--- config.mk ---
export PLATFORM = sky130hd
export DESIGN_NAME = vme_reg_bank_flat
export DESIGN_NICKNAME = d
export VERILOG_FILES = /design/src/rtl/vme_reg_bank_pkg.sv /design/src/rtl/vme_reg_bank_if.sv /design/src/rtl/vme_reg_bank_cell.sv /design/src/rtl/vme_reg_bank.sv /design/src/flat_wrapper.sv
export SDC_FILE = /design/constraint.sdc
export NUM_CORES = 1
export LEC_CHECK = 0
export CAP_MARGIN = 20
export CORE_MARGIN = 4
export CORE_UTILIZATION = 35
export CTS_BUF_LIST = sky130_fd_sc_hd__clkbuf_16
export DETAILED_ROUTE_END_ITERATION = 7
export PLACE_DENSITY = 0.76
export SYNTH_ARGS = -nofsm -noshare
export SYNTH_HDL_FRONTEND = slang
export SYNTH_SLANG_ARGS = --single-unit
--- constraint.sdc ---
create_clock -name Clk -period 1.9 [get_ports Clk]
set_input_delay 0.285 -clock Clk [delete_from_list [all_inputs] [get_ports Clk]]
set_output_delay 0.285 -clock Clk [all_outputs]
set_load 0.05 [all_outputs]
--- src/rtl/vme_reg_bank_pkg.sv ---
// Shared constants, types and helpers for the VME register bank.
package vme_reg_pkg;

    localparam int unsigned VME_DATA_W = 32;
    localparam int unsigned IDX_MAX_W  = 6;   // up to 64 registers

    localparam bit ACC_RW = 1'b0;
    localparam bit ACC_RO = 1'b1;

    // Write request as seen by the decode stage (bus side or pipelined).
    typedef struct packed {
        logic                  req;
        logic [IDX_MAX_W-1:0]  idx;
        logic [VME_DATA_W-1:0] data;
    } wr_pkt_t;

    // Ceiling log2; returns 0 for n <= 1.
    function automatic int unsigned clog2(input int unsigned n);
        int unsigned r;
        r = 0;
        while ((64'd1 << r) < 64'(n)) begin
            r = r + 1;
        end
        return r;
    endfunction

endpackage

--- src/rtl/vme_reg_bank_if.sv ---
// VME slave-core side strobe/data bundle of the register bank.
interface vme_reg_bank_if #(
    parameter int unsigned ADDR_W = 4
) ();

    logic [ADDR_W-1:2] VMEAddr;
    logic [31:0]       VMEWrData;
    logic              VMEWrMem;
    logic              VMERdMem;
    logic [31:0]       VMERdData;
    logic              VMERdDone;
    logic              VMEWrDone;
    logic              VMEErr;

    modport master (
        output VMEAddr, VMEWrData, VMEWrMem, VMERdMem,
        input  VMERdData, VMERdDone, VMEWrDone, VMEErr
    );

    modport slave (
        input  VMEAddr, VMEWrData, VMEWrMem, VMERdMem,
        output VMERdData, VMERdDone, VMEWrDone, VMEErr
    );

endinterface

--- src/rtl/vme_reg_bank_cell.sv ---
// One register of the bank: value, write strobe and write acknowledge.
module vme_reg_cell
    import vme_reg_pkg::*;
#(
    parameter int unsigned        FIELD_W   = 32,
    parameter logic [FIELD_W-1:0] RESET_VAL = '0,
    parameter bit                 IS_RO     = ACC_RW
) (
    input  logic               clk,
    input  logic               rst_n,
    input  logic               wr_en_i,
    input  logic [FIELD_W-1:0] wr_data_i,
    output logic [FIELD_W-1:0] q_o,
    output logic               wr_stb_o,
    output logic               wack_o
);

    logic wack_q;

    // Every decoded write is acknowledged, whether or not it changes the register.
    always_ff @(posedge clk or negedge rst_n) begin
        if (!rst_n) begin
            wack_q <= 1'b0;
        end else begin
            wack_q <= wr_en_i;
        end
    end

    assign wack_o = wack_q;

    if (IS_RO == ACC_RO) begin : g_ro
        logic [FIELD_W-1:0] unused_wr_data;
        assign unused_wr_data = wr_data_i;
        assign q_o            = '0;
        assign wr_stb_o       = 1'b0;
    end else begin : g_rw
        logic [FIELD_W-1:0] val_q;
        logic               stb_q;

        // Register value and strobe change on the same edge.
        always_ff @(posedge clk or negedge rst_n) begin
            if (!rst_n) begin
                val_q <= RESET_VAL;
                stb_q <= 1'b0;
            end else begin
                stb_q <= wr_en_i;
                if (wr_en_i) begin
                    val_q <= wr_data_i;
                end
            end
        end

        assign q_o      = val_q;
        assign wr_stb_o = stb_q;
    end

endmodule

--- src/rtl/vme_reg_bank.sv ---
// VME-side register bank: write pipeline/decode, per-register cells, read mux/pipeline, error flag.
module vme_reg_bank
    import vme_reg_pkg::*;
#(
    parameter int unsigned                  NUM_REGS  = 4,
    parameter int unsigned                  FIELD_W   = 32,
    parameter logic [NUM_REGS-1:0]          RO_MASK   = '0,
    parameter logic [NUM_REGS*FIELD_W-1:0]  RESET_VAL = '0,
    parameter bit                           WR_PIPE   = 1'b1,
    parameter bit                           RD_PIPE   = 1'b1
) (
    input  logic                         Clk,
    input  logic                         RstN,
    vme_reg_bank_if.slave                vme,
    output logic [NUM_REGS*FIELD_W-1:0]  regs_o,
    input  logic [NUM_REGS*FIELD_W-1:0]  status_i,
    output logic [NUM_REGS-1:0]          wr_stb_o
);

    wr_pkt_t               wr_bus;
    wr_pkt_t               wr_s;
    logic [NUM_REGS-1:0]   wr_en;
    logic                  wr_unmapped;
    logic                  wr_err_q;
    logic [NUM_REGS-1:0]   wack;
    logic [VME_DATA_W-1:0] rd_data_c;
    logic                  rd_err_c;
    logic [VME_DATA_W-1:0] rd_data_s;
    logic                  rd_done_s;
    logic                  rd_err_s;

    assign wr_bus = '{req:  vme.VMEWrMem,
                      idx:  IDX_MAX_W'(vme.VMEAddr),
                      data: vme.VMEWrData};

    if (WR_PIPE) begin : g_wr_pipe
        wr_pkt_t wr_q;

        // Optional input stage for writes; a reset drops the captured request.
        always_ff @(posedge Clk or negedge RstN) begin
            if (!RstN) begin
                wr_q <= '0;
            end else begin
                wr_q <= wr_bus;
            end
        end

        assign wr_s = wr_q;
    end else begin : g_wr_direct
        assign wr_s = wr_bus;
    end

    // Write decode: one-hot enable for mapped registers, flag for unmapped ones.
    always_comb begin
        wr_en       = '0;
        wr_unmapped = wr_s.req && (32'(wr_s.idx) >= NUM_REGS);
        for (int unsigned i = 0; i < NUM_REGS; i++) begin
            if (wr_s.req && (32'(wr_s.idx) == i)) begin
                wr_en[i] = 1'b1;
            end
        end
    end

    // Unmapped writes are acknowledged with an error alongside the normal ack timing.
    always_ff @(posedge Clk or negedge RstN) begin
        if (!RstN) begin
            wr_err_q <= 1'b0;
        end else begin
            wr_err_q <= wr_unmapped;
        end
    end

    for (genvar i = 0; i < NUM_REGS; i++) begin : g_cell
        vme_reg_cell #(
            .FIELD_W   (FIELD_W),
            .RESET_VAL (RESET_VAL[i*FIELD_W +: FIELD_W]),
            .IS_RO     (RO_MASK[i])
        ) u_cell (
            .clk       (Clk),
            .rst_n     (RstN),
            .wr_en_i   (wr_en[i]),
            .wr_data_i (wr_s.data[FIELD_W-1:0]),
            .q_o       (regs_o[i*FIELD_W +: FIELD_W]),
            .wr_stb_o  (wr_stb_o[i]),
            .wack_o    (wack[i])
        );
    end

    logic [VME_DATA_W-1:0]       unused_wr_data;
    logic [NUM_REGS*FIELD_W-1:0] unused_status;
    assign unused_wr_data = wr_s.data;
    assign unused_status  = status_i;

    // Read mux: RW value or RO status slice, zero-extended; zero when idle or unmapped.
    always_comb begin
        rd_data_c = '0;
        rd_err_c  = 1'b0;
        if (vme.VMERdMem) begin
            if (32'(vme.VMEAddr) >= NUM_REGS) begin
                rd_err_c = 1'b1;
            end else begin
                for (int unsigned i = 0; i < NUM_REGS; i++) begin
                    if (32'(vme.VMEAddr) == i) begin
                        rd_data_c[FIELD_W-1:0] = RO_MASK[i] ? status_i[i*FIELD_W +: FIELD_W]
                                                            : regs_o[i*FIELD_W +: FIELD_W];
                    end
                end
            end
        end
    end

    if (RD_PIPE) begin : g_rd_pipe
        logic [VME_DATA_W-1:0] rd_data_q;
        logic                  rd_done_q;
        logic                  rd_err_q;

        // Read response stage: samples register contents before any same-edge write commit.
        always_ff @(posedge Clk or negedge RstN) begin
            if (!RstN) begin
                rd_data_q <= '0;
                rd_done_q <= 1'b0;
                rd_err_q  <= 1'b0;
            end else begin
                rd_data_q <= rd_data_c;
                rd_done_q <= vme.VMERdMem;
                rd_err_q  <= rd_err_c;
            end
        end

        assign rd_data_s = rd_data_q;
        assign rd_done_s = rd_done_q;
        assign rd_err_s  = rd_err_q;
    end else begin : g_rd_direct
        assign rd_data_s = rd_data_c;
        assign rd_done_s = vme.VMERdMem;
        assign rd_err_s  = rd_err_c;
    end

    assign vme.VMERdData = rd_data_s;
    assign vme.VMERdDone = rd_done_s;
    assign vme.VMEWrDone = (|wack) | wr_err_q;
    assign vme.VMEErr    = (rd_done_s & rd_err_s) | wr_err_q;

endmodule

--- src/flat_wrapper.sv ---
// flat-port wrapper written by rule: the top's interface ports become plain ports
module vme_reg_bank_flat import vme_reg_pkg::*;
#(
    parameter int unsigned                  NUM_REGS  = 4,
    parameter int unsigned                  FIELD_W   = 32,
    parameter logic [NUM_REGS-1:0]          RO_MASK   = '0,
    parameter logic [NUM_REGS*FIELD_W-1:0]  RESET_VAL = '0,
    parameter bit                           WR_PIPE   = 1'b1,
    parameter bit                           RD_PIPE   = 1'b1
)
  (Clk, RstN, regs_o, status_i, wr_stb_o, vme_VMEAddr, vme_VMEWrData, vme_VMEWrMem, vme_VMERdMem, vme_VMERdData, vme_VMERdDone, vme_VMEWrDone, vme_VMEErr);
  vme_reg_bank_if #(.ADDR_W((clog2((3)) + 2))) vme_i ();
  input  logic Clk;
  input  logic RstN;
  output logic [NUM_REGS*FIELD_W-1:0] regs_o;
  input  logic [NUM_REGS*FIELD_W-1:0] status_i;
  output logic [NUM_REGS-1:0] wr_stb_o;
  input wire logic [$bits(vme_i.VMEAddr)-1:0] vme_VMEAddr;
  input wire logic [$bits(vme_i.VMEWrData)-1:0] vme_VMEWrData;
  input wire logic [$bits(vme_i.VMEWrMem)-1:0] vme_VMEWrMem;
  input wire logic [$bits(vme_i.VMERdMem)-1:0] vme_VMERdMem;
  output wire logic [$bits(vme_i.VMERdData)-1:0] vme_VMERdData;
  output wire logic [$bits(vme_i.VMERdDone)-1:0] vme_VMERdDone;
  output wire logic [$bits(vme_i.VMEWrDone)-1:0] vme_VMEWrDone;
  output wire logic [$bits(vme_i.VMEErr)-1:0] vme_VMEErr;
  assign vme_i.VMEAddr = vme_VMEAddr;
  assign vme_i.VMEWrData = vme_VMEWrData;
  assign vme_i.VMEWrMem = vme_VMEWrMem;
  assign vme_i.VMERdMem = vme_VMERdMem;
  assign vme_VMERdData = vme_i.VMERdData;
  assign vme_VMERdDone = vme_i.VMERdDone;
  assign vme_VMEWrDone = vme_i.VMEWrDone;
  assign vme_VMEErr = vme_i.VMEErr;
  vme_reg_bank #(.NUM_REGS(NUM_REGS), .FIELD_W(FIELD_W), .RO_MASK(RO_MASK), .RESET_VAL(RESET_VAL), .WR_PIPE(WR_PIPE), .RD_PIPE(RD_PIPE)) u_core (.Clk(Clk), .RstN(RstN), .vme(vme_i), .regs_o(regs_o), .status_i(status_i), .wr_stb_o(wr_stb_o));
endmodule
# ---- Word level (Yosys, flattened, before mapping)
# Cells that the tools add are included.
dict set report totals {
  in_bits 166
  n_memories 0
  mem_bits_ro 0
  regBits 201
  out_inout_bits 167
  latchBits 0
  word_cells 39
  ram_bits 0
}
dict set report op_classes {
  reduce_logical 8
  mul 0
  mux 9
  n_eq_ne 6
  n_lt_le_gt_ge 1
  bitwise_logic 1
  n_addsub 0
  shifts 0
  n_div 0
}
# operator count
set ops {}
lappend ops {{$mux W32} 5}
lappend ops {{$eq A2 B2 Y1 const B} 4}
lappend ops {{$logic_not A6 Y1} 1}
lappend ops {{$logic_and A1 B1 Y1} 5}
lappend ops {{$eq A2 B1 Y1 const B} 2}
lappend ops {{$mux W1} 4}
lappend ops {{$reduce_or A4 Y1} 1}
lappend ops {{$ge A2 B3 Y1 const B} 1}
lappend ops {{$logic_not A2 Y1} 1}
lappend ops {{$or A1 B1 Y1} 1}

# ---- Depth between registers and ports, before layout
dict set report logic_depth {
  ltp_word 6
  mapped_depth 4
  depth_no_buf 2
}

# ---- By module
# Synthesis repeated with hierarchy kept, for this count alone.
dict set report unflattened {
  cells_unflattened 467
  hier_area_um2 8282.9
}
# module cells_each area_per_inst_um2 seq_area_each_um2 n_inst
set modules_own_cells {}
lappend modules_own_cells {vme_reg_cell 70 1377.6 825.8 4}
lappend modules_own_cells {vme_reg_bank 187 2772.7 1701.6 1}

# ---- Least setup slack after synthesis
# Ideal clock, no wire load.
dict set report synth_timing {
  path_type {reg2out}
  startpoint {register, netlist name u_core.g_cell[2].u_cell.wr_stb_o}
  endpoint {output vme_VMEWrDone}
  required_time_ns 1.615
  arrival_time_ns 1.122
  setup_slack_ns 0.493
  stages_incl_launch_ff 2
  path_buffers 0
  path_cell_list {dfrtp_1 or4_1}
}
# element line
set synth_rtl {}
lappend synth_rtl {{to (decl)} flat_wrapper.sv:24} ;# output wire logic [$bits(vme_i.VMEWrDone)-1:0] vme_VMEWrDone;

# ---- Worst setup path after layout
dict set report layout_timing {
  startpoint {register u_core.g_rd_pipe.rd_data_q[20] (netlist: u_core.vme.VMERdData[20])}
  endpoint {output vme_VMERdData[20]}
}
# element line
set layout_rtl {}
lappend layout_rtl {{from (decl)} vme_reg_bank.sv:113} ;# logic [VME_DATA_W-1:0] rd_data_q;
lappend layout_rtl {{from (signal assigned)} vme_reg_bank.sv:124} ;# rd_data_q <= rd_data_c;
lappend layout_rtl {{to (decl)} flat_wrapper.sv:22} ;# output wire logic [$bits(vme_i.VMERdData)-1:0] vme_VMERdData;
# No word-level cell between the ends.

==> impl_metrics.tcl <==
set metrics [dict create \
    worstSetupPathType "reg -> out" \
    register_area_sq_um 5000 \
    antenna_found_initial 1 \
    cts_buffers 17 \
    via_count 4713 \
    critPathArrivalTime_ns 1.56 \
    drcViolationCount 0 \
    fin_worst_skew_ns 0.00955 \
    setup_viol 0 \
    run_status "completed" \
    cts.clk_slew.worst_paths_ns 0.08 \
    avgRoutedWirePerCell_microns 19.1 \
    grt_pass1_wl_mm 29.7 \
    dp_slack_ns 0.275 \
    grt_overflow 0 \
    grt_usage_pct 15.7 \
    critPathSlowestCell "clkdlybuf4s50_1" \
    cts_root_buffer "clkbuf_16" \
    grt_max_degree 58 \
    drive_gt1_share_pct 29.5 \
    grt_use_met2_pct 24.3 \
    ys_seq_area_share_pct 66.1 \
    ys_warn_count 0 \
    ys_ff_latch 200 \
    power_density_nw_per_um2 1260 \
    period_share_pct 96.9 \
    clk_latency_ns 0.42 \
    yosys.area.top_type_share_pct 66.1 \
    yosysUniqueCellTypes 18 \
    drv_cap 0 \
    synth_area_leader_cell "dfrtp_1" \
    hold_viol 0 \
    gp_congestion 0.728 \
    slew_headroom_pct 62.9 \
    fp.dieH_microns 155 \
    synthesis.nets 631 \
    cp-end-kind "output port" \
    final-max-slew-violation-count 0 \
    syn_inst 465 \
    period_needed_ns 1.84 \
    rsz0062_at_grt "false" \
    crit_buf_inv 1 \
    drtIter0Drc 123 \
    met3_usage_pct 5.06 \
    path_max_fanout 1 \
    tns_ns 0 \
    ir_drop_v 0.000644 \
    worstPathCellList "clkdlybuf4s50_1" \
    grt.busiest_layer "met2" \
    multi_input_area_sq_um 2360 \
    dp_hpwl_mm 13.3 \
    dr.pass1.iters 6 \
    cts_tree "yes" \
    startpoint_type "flop" \
    cp_top_family "buffers and inverters" \
    grt_util_met1_pct 21.6 \
    timing.fmax_mhz 543 \
    avgSynthCellArea_sq_um 16.3 \
    post-cts-setup-buffer-count 0 \
    die_width_microns 155 \
    syn_area_sq_um 7570 \
    nets 847 \
    power_leakage_nw 4.97 \
    dieArea_sq_um 24100 \
    rows 53 \
    initial_core_util_pct 35.8 \
    hp-class "in -> reg" \
    hold_ws_ns 0.300 \
    timing.final.ws_setup_ns 0.0588 \
    syn2layout_area_growth_pct 37.9 \
    diodes 0 \
    grt_pass1_vias 5144 \
    crit_required_ns 1.62 \
    cts.sink_count 200 \
    portBuffers 203 \
    tightest_slew_ns 0.556 \
    vias_per_cell 4.86 \
    clk_path_buf_depth 2 \
    finalWirelength_mm 18.5 \
    ios 333 \
    fillers 1884 \
    synth.area.top_cells "dfrtp_1 66%, mux2_2 19%, mux2i_1 8.5%, o22ai_1 2.6%, buf_6 1.0%" \
    core_area_sq_um 21200 \
    final_antenna_net_count 0 \
    h-tree-depth 4 \
    slowest_delay_ns 0.81 \
]
[per-stage QoR]
| stage | std cells | utilization (%) | total power [W] | cell area, sq um |
|---|---|---|---|---|
| after floorplan | 465 | - | 0.00841 | 7570 |
| after global placement | 936 | 47.3 | 0.0101 | 10000 |
| after detailed placement | 936 | 47.3 | 0.0102 | 10000 |
| after CTS | 969 | 49.3 | 0.0133 | 10400 |
| after global routing | 969 | 49.4 | 0.0137 | 10400 |
| final | 969 | 49.4 | 0.0132 | 10400 |
[synthesized netlist by cell type, drive strengths merged]
cell / count
dfrtp: 200
mux2: 128
mux2i: 64
o22ai: 32
buf: 25
clkbuf: 5
inv: 3
nand3b: 2
conb: 1
nand2: 1
nand2b: 1
nand3: 1
nor3b: 1
or4: 1
[layer usage]
metal	wire length [microns]	vias to the layer above
met5	20	-
met4	179	2
met3	1160	14
met2	8660	126
met1	8520	2471
li1	-	2100
[where the power goes]
group | total, W | internal [W] | switching (W) | leakage, nW
combinational | 0.00433 | 0.00135 | 0.00299 | 2.29
clock | 0.00342 | 0.00174 | 0.00169 | 0.276
sequential | 0.00540 | 0.00491 | 0.000490 | 2.41
total | 0.0132 | 0.00799 | 0.00516 | 4.97
[registers in the layout, indices dropped and copies added (netlist names)]
register                       cells
u_core.vme.VMERdData              32
u_core.g_cell.u_cell.wr_stb_o      4
u_core.g_wr_pipe.wr_q              3
u_core.g_cell.u_cell.q_o         128
u_core.vme.VMERdDone               1
u_core.unused_wr_data             32
[layout by cell type (no fill, tap or decap)]
| cell type | n |
|---|---|
| clkdlybuf4s50_1 | 60 |
| mux2i_1 | 64 |
| dfrtp_1 | 200 |
| dlymetal6s2s_1 | 9 |
| buf_4 | 31 |
| or4_1 | 1 |
| clkinvlp_4 | 1 |
| buf_12 | 9 |
| nor3b_4 | 1 |
| clkbuf_8 | 1 |
| o22ai_1 | 32 |
| mux2_2 | 127 |
| nand3b_2 | 2 |
| nand2_1 | 1 |
| dlygate4sd3_1 | 1 |
| clkinv_8 | 1 |
| conb_1 | 1 |
| nand3_2 | 1 |
| inv_6 | 6 |
| inv_8 | 2 |
| inv_1 | 3 |
| nand2b_2 | 1 |
| clkinv_2 | 2 |
| dlygate4sd2_1 | 116 |
| clkbuf_16 | 17 |
| clkinv_4 | 3 |
| mux2_1 | 1 |
[repair_timing]
| item | in CTS | in global routing |
|---|---|---|
| pin swaps | 0 | 0 |
| endpoints found under the hold margin | 48 | 0 |
| endpoints found under the setup margin | 116 | 9 |
| hold buffers | 1 | 0 |
| resized for setup | 116 | 9 |
[kinds of logic after synthesis]
| group | share of synthesized area [%] |
|---|---|
| mux | 27.5 |
| simple gates | 0.909 |
| flops | 66.1 |
| compound gates | 2.64 |
| other cells | 0.0495 |
| buf+inv | 2.84 |
[final cells by class]
cell class	instances	share of cell area (%)
Inverter	3	0.108
Clock buffer	17	4.07
Multi-Input combinational cell	232	22.6
Tap cell	275	3.29
Timing Repair Buffer	227	20.7
Sequential cell	200	47.9
Clock inverter	15	1.29
[worst paths after layout]
kind / start / slack, ns / to / depth (start not counted)
max: u_core.vme.VMERdData[20] / 0.06 / vme_VMERdData[20] / 1
min: vme_VMEWrData[7] / 0.30 / u_core.unused_wr_data[7] / 1
max reg2reg: u_core.g_wr_pipe.wr_q[33] / 0.38 / u_core.g_cell[0].u_cell.q_o[6] / 3
min reg2reg: u_core.g_cell[0].u_cell.q_o[17] / 0.53 / u_core.g_cell[0].u_cell.q_o[17] / 1
max in group asynchronous: RstN / 0.92 / u_core.g_cell[2].u_cell.q_o[18] / 3
min in group asynchronous: RstN / 0.42 / u_core.g_cell[3].u_cell.q_o[27] / 2
Power figures use the tool's default switching activity.
